`src/rtl/fifo_pkg.sv`:
```
// Shared constants and helpers for the shift-register FIFO.
// The count width helper keeps the top and any wrappers in agreement.
package fifo_pkg;

  localparam int unsigned DEFAULT_WIDTH = 16;
  localparam int unsigned DEFAULT_DEPTH = 8;

  // Stage registers reset to all zeros.
  localparam logic STAGE_RESET_BIT = 1'b0;

  function automatic int unsigned clog2_depth(input int unsigned depth);
    return $clog2(depth + 1);
  endfunction

endpackage

```
`src/rtl/fifo_stage.sv`:
```
// One WIDTH-bit FIFO stage: loads either the next stage's word or data_in.
module fifo_stage
  import fifo_pkg::*;
#(
  parameter int unsigned WIDTH = DEFAULT_WIDTH
) (
  input  logic             clk,
  input  logic             rst,
  input  logic             load,
  input  logic             sel_in,
  input  logic [WIDTH-1:0] next_data,
  input  logic [WIDTH-1:0] data_in,
  output logic [WIDTH-1:0] q
);

  always_ff @(posedge clk or negedge rst) begin
    if (!rst) begin
      q <= {WIDTH{STAGE_RESET_BIT}};
    end else if (load) begin
      q <= sel_in ? data_in : next_data;
    end
  end

endmodule

```
`src/rtl/shift_reg_fifo.sv`:
```
// Show-ahead FIFO built from a chain of register stages shifting toward stage 0.
// Owns occupancy count, threshold flags, sticky errors and per-stage decode.
module shift_reg_fifo
  import fifo_pkg::*;
#(
  parameter int unsigned WIDTH    = DEFAULT_WIDTH,
  parameter int unsigned DEPTH    = DEFAULT_DEPTH,
  parameter int unsigned AF_LEVEL = DEPTH - 2,
  parameter int unsigned AE_LEVEL = 2,
  localparam int unsigned CW      = clog2_depth(DEPTH)
) (
  input  logic             clk,
  input  logic             rst,
  input  logic             push,
  input  logic             pop,
  input  logic             clr_err,
  input  logic [WIDTH-1:0] data_in,
  output logic [WIDTH-1:0] data_out,
  output logic [CW-1:0]    count,
  output logic             full,
  output logic             empty,
  output logic             almost_full,
  output logic             almost_empty,
  output logic             overflow,
  output logic             underflow
);

  if (DEPTH < 2 || DEPTH > 64 || AE_LEVEL >= AF_LEVEL) begin : g_bad_cfg
    $fatal(1, "shift_reg_fifo: illegal DEPTH/AE_LEVEL/AF_LEVEL combination");
  end

  localparam logic [CW-1:0] DEPTH_CNT = CW'(DEPTH);
  localparam logic [CW-1:0] AF_CNT    = CW'(AF_LEVEL);
  localparam logic [CW-1:0] AE_CNT    = CW'(AE_LEVEL);

  logic [WIDTH-1:0] stage_q [DEPTH];
  logic [DEPTH-1:0] load;
  logic [DEPTH-1:0] sel_in;
  logic             push_ok;
  logic             pop_ok;

  assign full         = (count == DEPTH_CNT);
  assign empty        = (count == '0);
  assign almost_full  = (count >= AF_CNT);
  assign almost_empty = (count <= AE_CNT);
  assign data_out     = stage_q[0];

  assign push_ok = push & (~full | pop);
  assign pop_ok  = pop & ~empty;

  // A pop shifts every stage (invalid ones just shift zeros); on a combined
  // push/pop the new word lands in the slot the old tail shifted out of.
  always_comb begin
    load   = '0;
    sel_in = '0;
    for (int unsigned i = 0; i < DEPTH; i++) begin
      if (pop_ok) begin
        load[i]   = 1'b1;
        sel_in[i] = push_ok && (count - CW'(1) == CW'(i));
      end else if (push_ok && (count == CW'(i))) begin
        load[i]   = 1'b1;
        sel_in[i] = 1'b1;
      end
    end
  end

  for (genvar g = 0; g < DEPTH; g++) begin : g_stage
    logic [WIDTH-1:0] next_data;
    if (g == DEPTH - 1) begin : g_tail
      assign next_data = '0;
    end else begin : g_body
      assign next_data = stage_q[g+1];
    end

    fifo_stage #(
      .WIDTH(WIDTH)
    ) u_stage (
      .clk      (clk),
      .rst      (rst),
      .load     (load[g]),
      .sel_in   (sel_in[g]),
      .next_data(next_data),
      .data_in  (data_in),
      .q        (stage_q[g])
    );
  end

  always_ff @(posedge clk or negedge rst) begin
    if (!rst) begin
      count <= '0;
    end else if (push_ok && !pop_ok) begin
      count <= count + CW'(1);
    end else if (pop_ok && !push_ok) begin
      count <= count - CW'(1);
    end
  end

  // A new error in the same cycle as clr_err takes priority over the clear.
  always_ff @(posedge clk or negedge rst) begin
    if (!rst) begin
      overflow  <= 1'b0;
      underflow <= 1'b0;
    end else begin
      if (push && full && !pop) begin
        overflow <= 1'b1;
      end else if (clr_err) begin
        overflow <= 1'b0;
      end
      if (pop && empty) begin
        underflow <= 1'b1;
      end else if (clr_err) begin
        underflow <= 1'b0;
      end
    end
  end

endmodule

```
`config.mk`:
```
export PLATFORM = sky130hd
export DESIGN_NAME = shift_reg_fifo
export DESIGN_NICKNAME = d
export VERILOG_FILES = /design/src/rtl/fifo_pkg.sv /design/src/rtl/fifo_stage.sv /design/src/rtl/shift_reg_fifo.sv
export SDC_FILE = /design/constraint.sdc
export NUM_CORES = 1
export LEC_CHECK = 0
export BUFFER_PORTS_ARGS = -buffer_cell sky130_fd_sc_hd__buf_2
export CORE_MARGIN = 2
export CORE_UTILIZATION = 60
export CTS_CLUSTER_DIAMETER = 80
export DETAILED_ROUTE_END_ITERATION = 8
export GPL_ROUTABILITY_DRIVEN = 0
export PLACE_DENSITY = 0.81
export SLEW_MARGIN = 5
export SYNTH_ARGS = -nofsm -noshare
export SYNTH_HDL_FRONTEND = slang
export SYNTH_SLANG_ARGS = --single-unit
export TNS_END_PERCENT = 20
```
`constraint.sdc`:
```
create_clock -name clk -period 3.6 [get_ports clk]
set_input_delay 0.36 -clock clk [delete_from_list [all_inputs] [get_ports clk]]
set_output_delay 0.36 -clock clk [all_outputs]
set_load 0.02 [all_outputs]
```
==> Word level (Yosys, flattened, before mapping) <==
Index checks and enable logic that the tools add are counted.
{ "totals": {"register_bits": 134, "inputBits": 21, "output_inout_bits": 26, "word_cells": 101} }
{ "op_classes": {"addsub": 2, "magnitude_cmp": 2, "eq_ne": 15, "muxes": 37, "n_bitwise": 5, "reduce_logical": 29} }
{ "op_table": {"columns": ["op", "count"], "rows": [
  ["$mux W16", 8],
  ["$eq A4 B3 Y1 const B", 8],
  ["$mux W1", 27],
  ["$logic_and A1 B1 Y1", 21],
  ["$eq A4 B2 Y1 const B", 4],
  ["$eq A4 B1 Y1 const B", 2],
  ["$logic_not A4 Y1", 2],
  ["$mux W4", 2],
  ["$reduce_bool A2 Y1", 3],
  ["$add A4 B1 Y4 const B", 1],
  ["$eq A4 B4 Y1 const B", 1],
  ["$ge A4 B3 Y1 const B", 1],
  ["$le A4 B2 Y1 const B", 1],
  ["$sub A4 B1 Y4 const B", 1],
  ["$logic_not A1 Y1", 3],
  ["$and A1 B1 Y1", 2],
  ["$not A1 Y1", 2],
  ["$or A1 B1 Y1", 1]
]} }

==> Depth between registers and ports, before layout <==
{ "logic_depth": {"word_depth": 8, "mapped_depth": 12, "depth_no_buf": 9} }

==> Hierarchy <==
Synthesis repeated with hierarchy kept, for this count alone.
{ "hier_totals": {"cells_unflattened": 655, "area_unflattened_um2": 6799.0} }
{ "modules_own_cells": {"columns": ["module", "instances", "cells_each", "area_per_inst_um2", "seq_area_each_um2"], "rows": [
  ["fifo_stage", 8, 69, 745.7, 400.4],
  ["shift_reg_fifo", 1, 103, 833.3, 150.1]
]} }

==> Least setup slack after synthesis <==
No wires, ideal clock.
{ "synth_path": {"kind": "register to register", "startpoint": "register count[0]", "endpoint": "register g_stage[5].u_stage.q[13]", "setup_ns": 0.123, "arrival_ns": 2.635, "required_ns": 3.477, "path_slack_ns": 0.842, "path_stages_with_launch": 13, "n_path_buf": 4, "period_less_slack_ns": 2.758, "path_cell_list": "dfrtp_1 buf_2 inv_1 ha_1 or3b_4 and2_4 buf_6 inv_8 nor3_4 or3_1 buf_6 buf_6 o221a_1"} }
{ "synth_via": {"elab_chain_cells": 8, "elab_cells_between_ends": 16, "cone_classes": "add/sub (1); eq/ne (3); mux (4); bitwise (5); reduce/logical (3)"} }
{ "synth_rtl": {"columns": ["element", "line_no", "rtl"], "rows": [
  ["start, declared", "shift_reg_fifo.sv:19", "output logic [CW-1:0] count,"],
  ["start signal, assigned", "shift_reg_fifo.sv:92", "count <= count + CW'(1);"],
  ["start signal, assigned", "shift_reg_fifo.sv:94", "count <= count - CW'(1);"],
  ["branches (longest 8 deep; another with $sub A4 B1 Y4)", null, null],
  ["end signal, assigned", "fifo_stage.sv:18", "q <= {WIDTH{STAGE_RESET_BIT}};"],
  ["end signal, assigned", "fifo_stage.sv:20", "q <= sel_in ? data_in : next_data;"],
  ["end, declared", "fifo_stage.sv:13", "output logic [WIDTH-1:0] q"]
]} }
Parallel ways; which one is timed is not known.
A chain may end at the register's enable or synchronous reset.

==> Worst setup path in the final report <==
{ "layout_path": {"startpoint": "register count[0]", "endpoint": "register g_stage[5].u_stage.q[5]"} }
Same word-level chain as after synthesis.

==> impl_metrics.ini <==
[finish]
area_delta_synth_final_pct = 14.1
layout-drive-gt1-share_pct = 24.2
antenna_cells = 0
fin_cells = 764
nNetsFinal = 644
final_cell_area_mm2 = 0.00735

[timing]
max_freq_mhz = 345
tightest_slew_ns = 1.09
finClkSkew_ns = 0.00807
hold_viol_final = 0
rsz0062_at_grt = false
finalMaxSlewViolations = 0
max-slew-margin-rel_pct = 27.2
period_share_pct = 80.4
layout_min_cycle_time_ns = 2.90
setup_tns_ns = 0
setup_viol = 0

[die]
coreArea_mm2 = 0.0104
start_util_pct = 62.1
die_x_um = 108
fp.dieH_um = 108
ios = 47
die_area_mm2 = 0.0116
row_count = 37

[drt]
num_vias = 4888
first_pass_iters = 7
avgViaCountPerCell = 6.40
ant_nets = 0
wl_per_cell_um = 19.8
drt_iter0_drc = 416
routed_wl_um = 15100
drc_errors = 0

[global_route]
antenna_found_initial = 0
grt_pass1_vias = 4953
grt_max_degree = 110
grt_pass1_wl_um = 25300
grt_use_total_pct = 28.3
grt_overflow = 0

[power_and_ir_drop]
fin_total_pwr_mw = 7.00
vdd_drop_max_mv = 0.431
p_per_area_mw_per_mm2 = 952
total_leakage_power_nw = 3.44

[clocking]
cts_sinks = 134
insertion_delay_ns = 0.53
clockBufferDepth = 2
ctsHtreeMaxLevel = 4
cts_inserted_buffers = 17
cts_tree = yes
clkTransAtPathRegs_ns = 0.06
cts-root-buf = clkbuf_8
cts_resized = 0

[placed_design]
placed_area_mm2 = 0.00676
dp.cells = 733
port_buffers = 46
dp_hpwl_um = 9980

[synthesis]
yosys_warnings = 0
netlist_area_mm2 = 0.00644
avgSynthCellArea_um2 = 11.1
syn_nets = 606
synthFlopType = dfrtp_1
ys_ff_latch = 134
ys_types = 56
seq_area_frac_synth_pct = 52.1
synth_edf_count = 0
synth_cells = 579
synthArstFlopShare_pct = 100

[worst_setup_path]
worstSetupPathDepth = 8
crit_buf_inv = 2
crit_path_end_kind = flip-flop
crit_start = count[0]
crit_family = simple AND/OR/NAND/NOR gates
critPathMaxStageDelay_ns = 0.65
worstSetupStartpointType = flip-flop
rr_endpoint = g_stage[5].u_stage.q[5]
arrival_ns = 3.31
crit_chain = inv_1 > ha_1 > or3b_4 > and2_4 > inv_8 > nor3_4 > or3_1 > o221a_2
worstPathRequired_ns = 4.01
cp_slowest_cell = or3_1
r2r_setup_slack_ns = 0.70
r2r_start = count[0]
r2r_cells = 8
critPathMaxFanout = 16
critPathKind = flip-flop to flip-flop

[run_status]
status = finished, final reports clean

[min_path]
hp-class = primary input to flip-flop
hold_end = underflow
worstHoldPathCells = 2
hp-start = clr_err

[run]
drv_cap = 0
[worst reg2reg max path, stage by stage (launching register included)]
cell and delay [ns]:
dfrtp_1 0.49, inv_1 0.18, ha_1 0.29, or3b_4 0.44, and2_4 0.21, inv_8 0.10, nor3_4 0.06, or3_1 0.65
o221a_2 0.35
[registers in the layout (all words and copies together), names as in the netlist]
register and count:
overflow 1, count 4, g_stage.u_stage.q 128, underflow 1
[power breakdown]
group / switching [mW] / internal, mW
Clock: 0.618 / 1.08
Sequential: 0.448 / 2.19
Combinational: 1.43 / 1.23
[final cells by class]
| type | count | area (µm²) |
|---|---|---|
| clock inverter | 8 | 124 |
| sequential | 134 | 3350 |
| timing repair buffer | 60 | 344 |
| tap | 136 | 170 |
| fill | 758 | 3020 |
| inverter | 47 | 184 |
| clock buffer | 22 | 453 |
| multi-input combinational | 357 | 2720 |
[worst max path at each step]
| stage | endpoint | slack (ns) |
|---|---|---|
| floorplan | g_stage[5].u_stage.q[13] | 0.84 |
| global placement | g_stage[5].u_stage.q[4] | 0.90 |
| detailed placement | g_stage[5].u_stage.q[0] | 0.74 |
| CTS | g_stage[5].u_stage.q[5] | 0.73 |
| global route | count[3] | 0.58 |
| finish | g_stage[5].u_stage.q[5] | 0.70 |
[logic make-up (layout without fill, tap and decap cells)]
group / after synthesis / count (layout) / synth area share, %
muxes: 33 / 33 / 5.13
buffers and inverters: 88 / 137 / 5.85
adders and majority gates: 6 / 6 / 1.17
and+or+nand+nor: 146 / 146 / 12.2
DFF: 134 / 134 / 52.1
xor gates and xnor gates: 4 / 4 / 0.544
AOI/OAI and AO/OA: 168 / 168 / 23.1
[synthesized netlist by cell type, types with 2 or more instances]
library cell | count | area, µm²
clkbuf_1 | 24 | 90.1
a22oi_1 | 2 | 15.0
o221a_1 | 8 | 90.1
mux2i_1 | 33 | 330
nand2b_1 | 48 | 300
o211ai_1 | 2 | 15.0
and2_1 | 4 | 25.0
nor3_1 | 2 | 10.0
o21ai_1 | 2 | 10.0
a221oi_1 | 7 | 61.3
a21oi_1 | 15 | 75.1
inv_1 | 46 | 173
and3_1 | 5 | 31.3
o21ai_0 | 21 | 105
ha_1 | 6 | 75.1
a221o_1 | 4 | 40.0
o221a_2 | 54 | 608
or4_1 | 2 | 15.0
nor2_1 | 24 | 90.1
nand2_1 | 44 | 165
buf_2 | 13 | 65.1
or3_1 | 3 | 18.8
o21a_1 | 2 | 15.0
xor2_1 | 2 | 17.5
a222oi_1 | 6 | 60.1
xnor2_1 | 2 | 17.5
buf_6 | 3 | 33.8
o22a_1 | 14 | 123
o221ai_1 | 16 | 140
dfrtp_1 | 134 | 3350
a21o_1 | 3 | 22.5
a31oi_1 | 3 | 18.8
nor3b_1 | 2 | 15.0
[what timing repair did]
| item | 4_1_cts | 5_1_grt |
|---|---|---|
| hold endpoints to repair | 6 | 0 |
| hold buffers | 1 | 0 |
| setup buffers | 0 | 0 |
[cell usage in the layout (no fill, tap or decap), drive strengths merged, types with 4 or more instances in the layout]
cell type	instances
dfrtp	134
o221a	62
buf	59
nand2b	48
inv	48
nand2	44
mux2i	33
nor2	24
o21ai	23
clkbuf	22
o221ai	16
a21oi	16
o22a	14
a221oi	7
a222oi	6
ha	6
and3	5
and2	5
a221o	4
a31oi	4
nor3	4
[routing by layer]
metal	up-vias	track usage [%]	wire length, µm
li1	2217	-	-
met5	-	0	0
met4	0	10.7	204
met3	15	4.96	1030
met2	217	42.3	6960
met1	2439	41.5	6930
[per-stage QoR]
| step | hold slack [ns] | setup WS [ns] | util, % |
|---|---|---|---|
| global placement | 0.455 | 0.897 | 65.2 |
| global route | 0.0405 | 0.580 | 70.9 |
| detailed placement | 0.465 | 0.739 | 65.2 |
| finish | 0.0270 | 0.704 | 70.9 |
| CTS | 0.0165 | 0.727 | 70.9 |
| floorplan | 0.0644 | 0.842 | - |
Note: power is estimated with default switching activity, not from simulation.
